### src/rtl/cmp_stream.sv
// cmp_stream: registered signed/unsigned magnitude comparator with valid/ready stream and saturating outcome counters
module cmp_stream #(
  parameter int WIDTH = 8,
  parameter int CNT_W = 16
) (
  input  logic             clk,
  input  logic             rst_n,
  input  logic             in_valid,
  output logic             in_ready,
  input  logic [WIDTH-1:0] a,
  input  logic [WIDTH-1:0] b,
  input  logic             sgn,
  output logic             out_valid,
  input  logic             out_ready,
  output logic             a_eq_b,
  output logic             a_gr_b,
  output logic             a_ls_b,
  input  logic             clr,
  output logic [CNT_W-1:0] eq_cnt,
  output logic [CNT_W-1:0] gr_cnt,
  output logic [CNT_W-1:0] ls_cnt
);
  localparam logic [WIDTH-1:0] MSB = WIDTH'(1) << (WIDTH - 1);
  logic             accept, eq, gt, lt;
  logic [WIDTH-1:0] ax, bx;
  assign in_ready = ~out_valid | out_ready;
  assign accept   = in_valid & in_ready;
  // flipping the sign bit maps two's-complement order onto unsigned order
  assign ax = a ^ (sgn ? MSB : '0);
  assign bx = b ^ (sgn ? MSB : '0);
  assign eq = a == b;
  assign gt = ax > bx;
  assign lt = ~eq & ~gt;
  // output stage: load on accept, drop valid on consume without accept
  always_ff @(posedge clk or negedge rst_n) begin
    if (!rst_n) begin
      out_valid <= 1'b0;
      a_eq_b    <= 1'b0;
      a_gr_b    <= 1'b0;
      a_ls_b    <= 1'b0;
    end else if (accept) begin
      out_valid <= 1'b1;
      a_eq_b    <= eq;
      a_gr_b    <= gt;
      a_ls_b    <= lt;
    end else if (out_ready) begin
      out_valid <= 1'b0;
    end
  end
  // saturating outcome counters; clr beats a coincident accept
  always_ff @(posedge clk or negedge rst_n) begin
    if (!rst_n) begin
      eq_cnt <= '0;
      gr_cnt <= '0;
      ls_cnt <= '0;
    end else if (clr) begin
      eq_cnt <= '0;
      gr_cnt <= '0;
      ls_cnt <= '0;
    end else if (accept) begin
      if (eq && ~&eq_cnt) eq_cnt <= eq_cnt + CNT_W'(1);
      if (gt && ~&gr_cnt) gr_cnt <= gr_cnt + CNT_W'(1);
      if (lt && ~&ls_cnt) ls_cnt <= ls_cnt + CNT_W'(1);
    end
  end
endmodule
### config.mk
export PLATFORM = sky130hd
export DESIGN_NAME = cmp_stream
export DESIGN_NICKNAME = d
export VERILOG_FILES = /design/src/rtl/cmp_stream.sv
export SDC_FILE = /design/constraint.sdc
export NUM_CORES = 1
export LEC_CHECK = 0
export ABC_AREA = 1
export CAP_MARGIN = 15
export CORE_UTILIZATION = 49
export CTS_BUF_LIST = sky130_fd_sc_hd__clkbuf_2
export DETAILED_ROUTE_END_ITERATION = 10
export PLACE_DENSITY = 0.79
export SYNTH_ARGS = -nofsm -noshare
export SYNTH_HDL_FRONTEND = slang
export SYNTH_SLANG_ARGS = --single-unit
### constraint.sdc
create_clock -name clk -period 1.8 [get_ports clk]
set_clock_uncertainty 0.2 [all_clocks]
set_input_delay 0.18 -clock clk [delete_from_list [all_inputs] [get_ports clk]]
set_output_delay 0.18 -clock clk [all_outputs]
set_load 0.005 [all_outputs]
After elaboration in Yosys (flattened, before gate mapping). Cells that the tools add are included.

Memory bits (read-only): 0. Memory bits (writable): 0. Latch bits: 0. Memories kept: 0. Output and inout port bits: 53. Register bits: 52. Bits of input ports: 22.

Reductions and logical operators: 17. Bitwise operators: 8. Div/mod/pow operators: 0. Shift-type cells: 0. Equality and inequality tests: 1. $add $sub $neg: 3. $mul: 0. Muxes and demuxes: 12. Order comparisons: 1.

Operators with widths (number): $mux 16 (9); $add 16x1->16 const B (3); $reduce_and 16->1 (3); $xor 8x8->8 (2); $reduce_bool 2->1 (5); $eq 8x8->1 (1); $gt 8x8->1 (1); $mux 8 (1); $reduce_and 2->1 (3); $logic_and 1x1->1 (3); $logic_not 1->1 (3); $not 1->1 (3); $and 1x1->1 (2); $mux 1 (2); $or 1x1->1 (1).

Longest topological paths before layout.
Word-level depth: 9. Gate-level depth with buffers: 14.

Worst setup path after synthesis. Ideal clock, no wire load.

Path kind: flip-flop to flip-flop. Start point: register gr_cnt[0]. End point: register gr_cnt[4]. Buffers on the path: 1. Stages on the path, launching flop included: 12. Setup slack: -0.046 ns. Data arrival time: 1.530 ns. Path through: dfrtp_1 > ha_1 > nand2_2 > nor2_4 > nand2_2 > nor2_4 > nand3_2 > nand3_4 > nand2_4 > buf_8 > nand2_2 > nand2_2.

Longest elaborated chain between the ends: 5. Elaborated cells between the ends (all ways): 9. Those cells by class: add/sub (1); mux (3); reduce/logical (5).

Ends and longest elaborated chain: from (decl) (line 20) `output logic [CNT_W-1:0] gr_cnt,`; from (signal assigned) (line 62) `if (gt && ~&gr_cnt) gr_cnt <= gr_cnt + CNT_W'(1);`; parallel branches: the longest is 5 deep, another holds $add 16x1->16.

Several ways; the timed one is not identified. The select of a mux whose other input is x is not followed. A chain may end at the register's enable or synchronous reset.

Worst setup path in the final report.
Start point: register eq_cnt[0]. End point: register eq_cnt[13].

Longest elaborated chain between the ends: 5. Elaborated cells between the ends (all ways): 9. Those cells by class: add/sub (1); mux (3); reduce/logical (5).

Ends and longest elaborated chain: from (decl) (line 19) `output logic [CNT_W-1:0] eq_cnt,`; from (signal assigned) (line 61) `if (eq && ~&eq_cnt) eq_cnt <= eq_cnt + CNT_W'(1);`; parallel branches: the longest is 5 deep, another holds $add 16x1->16.

Several ways; the timed one is not identified. The select of a mux whose other input is x is not followed.

==> summary.txt <==
Outcome
  – Status: complete, but fails checks
  – Failing checks: setup timing

Floorplan
  – Core area: 0.007687 sq mm
  – Ports: 75
  – Total die area: 0.008286 sq mm
  – Row cnt: 32
  – Die width: 91.03 um
  – Chip Height: 91.03 um
  – Initial core utilization: 50.52%

GRT
  – Initial antenna violation count: 0
  – Grt total ovfl: 0
  – Vias in the first global route: 4,046
  – Largest net degree at the start of global routing: 53
  – First-pass GRT wire length: 17,880 um
  – GRT Total Usage: 26.32%

Synth
  – Sequential area share after synthesis: 33.51%
  – Number of synthesized register bits: 52
  – Mean post-synth cell area: 7.314 sq um
  – Cell variety after synth: 37
  – Post-synthesis cell area: 0.003884 sq mm
  – Syn nets: 563
  – Number of synthesis warnings: 0
  – Synthesized instance count: 531

Final layout
  – Layout fillers: 517
  – Layout cells sized above 1: 33.47%
  – Synth-to-Final Area Change: 52.80%
  – Ant. Diodes: 0
  – NumNets Final: 739
  – Layout Cells excl Fill: 810
  – Final instance area: 0.005934 sq mm
  – Final core occ: 77.20%

Route
  – WL final: 11,360 um
  – Antenna Nets Post-Route: 0
  – DR pass1 iterations: 6
  – Wire per inst: 14.03 um
  – Via-to-Cell Ratio: 5.335
  – Routed vias: 4,321
  – Drt drc: 0
  – DRT iter0 DRCs: 280

Place
  – HPWL after DPL: 7131 um
  – Cell Area, Placed: 0.005145 sq mm
  – Final RePlAce weighted congestion: 0.8760
  – Port bufs: 74
  – Placed cell count: 751

Power
  – Combinational share of power: 22.2%
  – Switching share of power: 29.90%
  – Power, Total: 2364 uW
  – VDD IR max: 0.3149 mV
  – P_sw: 706.9 uW
  – Pwr Density: 398.3 mW/mm^2
  – Leak Pwr: 0.003341 uW
  – Clock share of power: 26.4%
  – Pint: 1657 uW
  – Sequential fraction of design power: 51.4%

Setup path
  – WP buf/inv: 1
  – Crit end category: flip-flop
  – Worst path required time: 2.02 ns
  – Worst path slowest cell: dfrtp_1
  – CP top delay family: simple AND/OR/NAND/NOR gates
  – Crit Path Max Fanout: 8
  – Worst Path Class, Setup: flip-flop to flip-flop
  – CP Cell Sequence: ha_2, and3_4, nand2_4, nor3_4, nor2_4, buf_12, nor2_4, nand2_1, nand2_1
  – Crit-path max cell delay: 0.44 ns
  – Crit start category: flip-flop
  – FF-to-FF setup slack: -0.10 ns
  – Data arrival, critical path: 2.12 ns
  – Crit path from: eq_cnt[0]$_DFFE_PN0P_
  – Critical R2R Launch: eq_cnt[0]$_DFFE_PN0P_

Timing
  – Post-route clock period utilization: 105.6%
  – RSZ-0062 raised after global routing: true
  – Final Critical Period: 1.901 ns
  – WHS: 0.2078 ns
  – Slew @ Worst Pin: 0.3423 ns
  – Peak Freq: 526.0 MHz
  – Final worst slack: -0.1010 ns
  – # setup viols final: 31
  – Relative max-transition margin: 77.09%
  – Slew Limit Fails: 0
  – Final Hold Viols: 0

Flow run
  – Maxcap violations: 0

Clock network
  – CTS Buf Count: 5
  – Clock root cell: clkbuf_2
  – CTS H-tree lvls: 2
  – Clock Latency Late Sink: 0.46 ns
  – Clk buf depth: 2
  – CTS clk-pin slew, worst paths: 0.28 ns
  – CTS tree: done
  – Clock sink count: 52

Min path
  – Class of the worst hold path: input pin to flip-flop
  – Hold Crit Start: out_ready
layout make-up:
cell class	instances	area [sq um]	area share, %
Clock inverter	3	37.54	0.6325
Sequential cell	52	1313	22.12
Multi-Input combinational cell	402	2512	42.34
Tap cell	102	127.6	2.151
Clock buffer	5	25.02	0.4217
Inverter	63	239.0	4.027
Timing Repair Buffer	183	1680	28.32
cell usage after synthesis:
cell / n / area, sq um
buf_8: 1 / 15.01
inv_2: 7 / 26.28
nand3_4: 2 / 35.03
nor3_4: 1 / 16.27
nand2_2: 28 / 175.2
nand2_4: 2 / 22.52
buf_2: 4 / 20.02
nand4_4: 1 / 21.27
o21ai_0: 3 / 15.01
nor3_2: 1 / 10.01
buf_4: 1 / 7.510
nor2_8: 1 / 20.02
nor2_1: 61 / 229.0
dlygate4sd1_1: 2 / 17.52
inv_4: 1 / 6.260
buf_6: 4 / 45.04
o21ai_1: 4 / 20.02
inv_1: 55 / 206.5
nand2_1: 136 / 510.5
clkbuf_8: 1 / 13.76
and3_1: 1 / 6.260
nor3b_1: 1 / 7.510
nor2_4: 9 / 101.4
dfrtp_1: 52 / 1301
nand3_1: 59 / 295.3
buf_1: 3 / 11.26
ha_1: 10 / 125.1
xnor2_1: 8 / 70.07
nand3b_1: 2 / 15.01
nand3_2: 6 / 60.06
o21bai_1: 2 / 15.01
o21ai_2: 6 / 52.55
a21o_1: 1 / 7.510
a21oi_1: 1 / 5.000
xor2_1: 20 / 175.2
nand4_1: 26 / 162.7
nor3_1: 8 / 40.04
state kept, by name, indices dropped and copies added (netlist names):
signal	cells
gr_cnt	16
out_valid	1
a_eq_b	1
eq_cnt	16
ls_cnt	16
a_ls_b	1
a_gr_b	1
worst register-to-register path, stage by stage (launching register included):
cell	delay, ns
dfrtp_1	0.44
ha_2	0.19
and3_4	0.22
nand2_4	0.07
nor3_4	0.20
nor2_4	0.07
buf_12	0.13
nor2_4	0.19
nand2_1	0.10
nand2_1	0.07
layer usage:
layer / track usage (%) / vias to the layer above / part of all wire, %
met1: 32.55 / 2050 / 39
met2: 47.22 / 172 / 52
met4: 8.598 / 0 / 2.0
met5: 0 / - / 0
met3: 3.434 / 35 / 6.3
li1: - / 2064 / -
power by group through the flow:
stage | Sequential (uW) | Combinational [uW] | Clock (uW)
after global routing | 1220 | 568 | 679
final | 1220 | 525 | 623
after detailed placement | 1230 | 454 | 0
after global placement | 1230 | 445 | 0
after CTS | 1210 | 471 | 624
after floorplan | 1240 | 225 | 0
per-stage QoR:
step,worst slack [ns],setup TNS (ns)
global route,-0.1519,-4.336
floorplan,-0.02335,-0.2331
detailed placement,-0.5025,-20.15
finish,-0.1010,-1.207
global placement,-0.4170,-18.13
CTS,-0.05265,-0.2906
placed cells by master, fill, tap and decap left out, types with 3 or more instances in the layout:
cell type,count
dlygate4sd2_1,31
nand2_4,5
buf_6,12
nor2_2,7
inv_1,54
nand2_2,31
nand2_1,129
clkdlybuf4s50_1,22
dfrtp_1,43
clkbuf_2,6
dlymetal6s2s_1,15
o21ai_0,3
o21ai_2,9
nand3_2,22
buf_12,6
clkdlybuf4s15_1,4
inv_2,8
xnor2_1,8
dfrtp_2,9
nand3_4,5
xor2_1,20
nor2_1,52
buf_4,88
nor2_4,11
ha_1,7
nor3_4,3
nand3_1,40
nand4_1,26
nor3_1,5
final timing paths:
path,end,cells after the start
max in group asynchronous,ls_cnt[3]$_DFFE_PN0P_,4
worst max register to register,eq_cnt[13]$_DFFE_PN0P_,9
worst min register to register,a_eq_b$_DFFE_PN0P_,2
worst min-delay path,out_valid$_DFFE_PN0P_,5
worst max-delay path,eq_cnt[13]$_DFFE_PN0P_,9
min in group asynchronous,gr_cnt[3]$_DFFE_PN0P_,4
cells by family after synthesis:
family,share of synthesized area [%]
and+or+nand+nor,44.49
buffers and inverters,9.504
DFF,33.51
xor gates and xnor gates,6.315
AOI/OAI and AO/OA,2.964
adders and majority gates,3.222
timing repair:
| item | CTS | global route |
|---|---|---|
| hold buffers | 1 | 1 |
| endpoints found under the setup margin | 89 | 64 |
| setup buffers | 34 | 12 |
| gates resized for setup | 68 | 73 |
| gates cloned | 1 | 2 |
| hold endpoints to repair | 52 | 16 |
| pin swaps | 9 | 52 |
(Power assumes the default switching activity.)
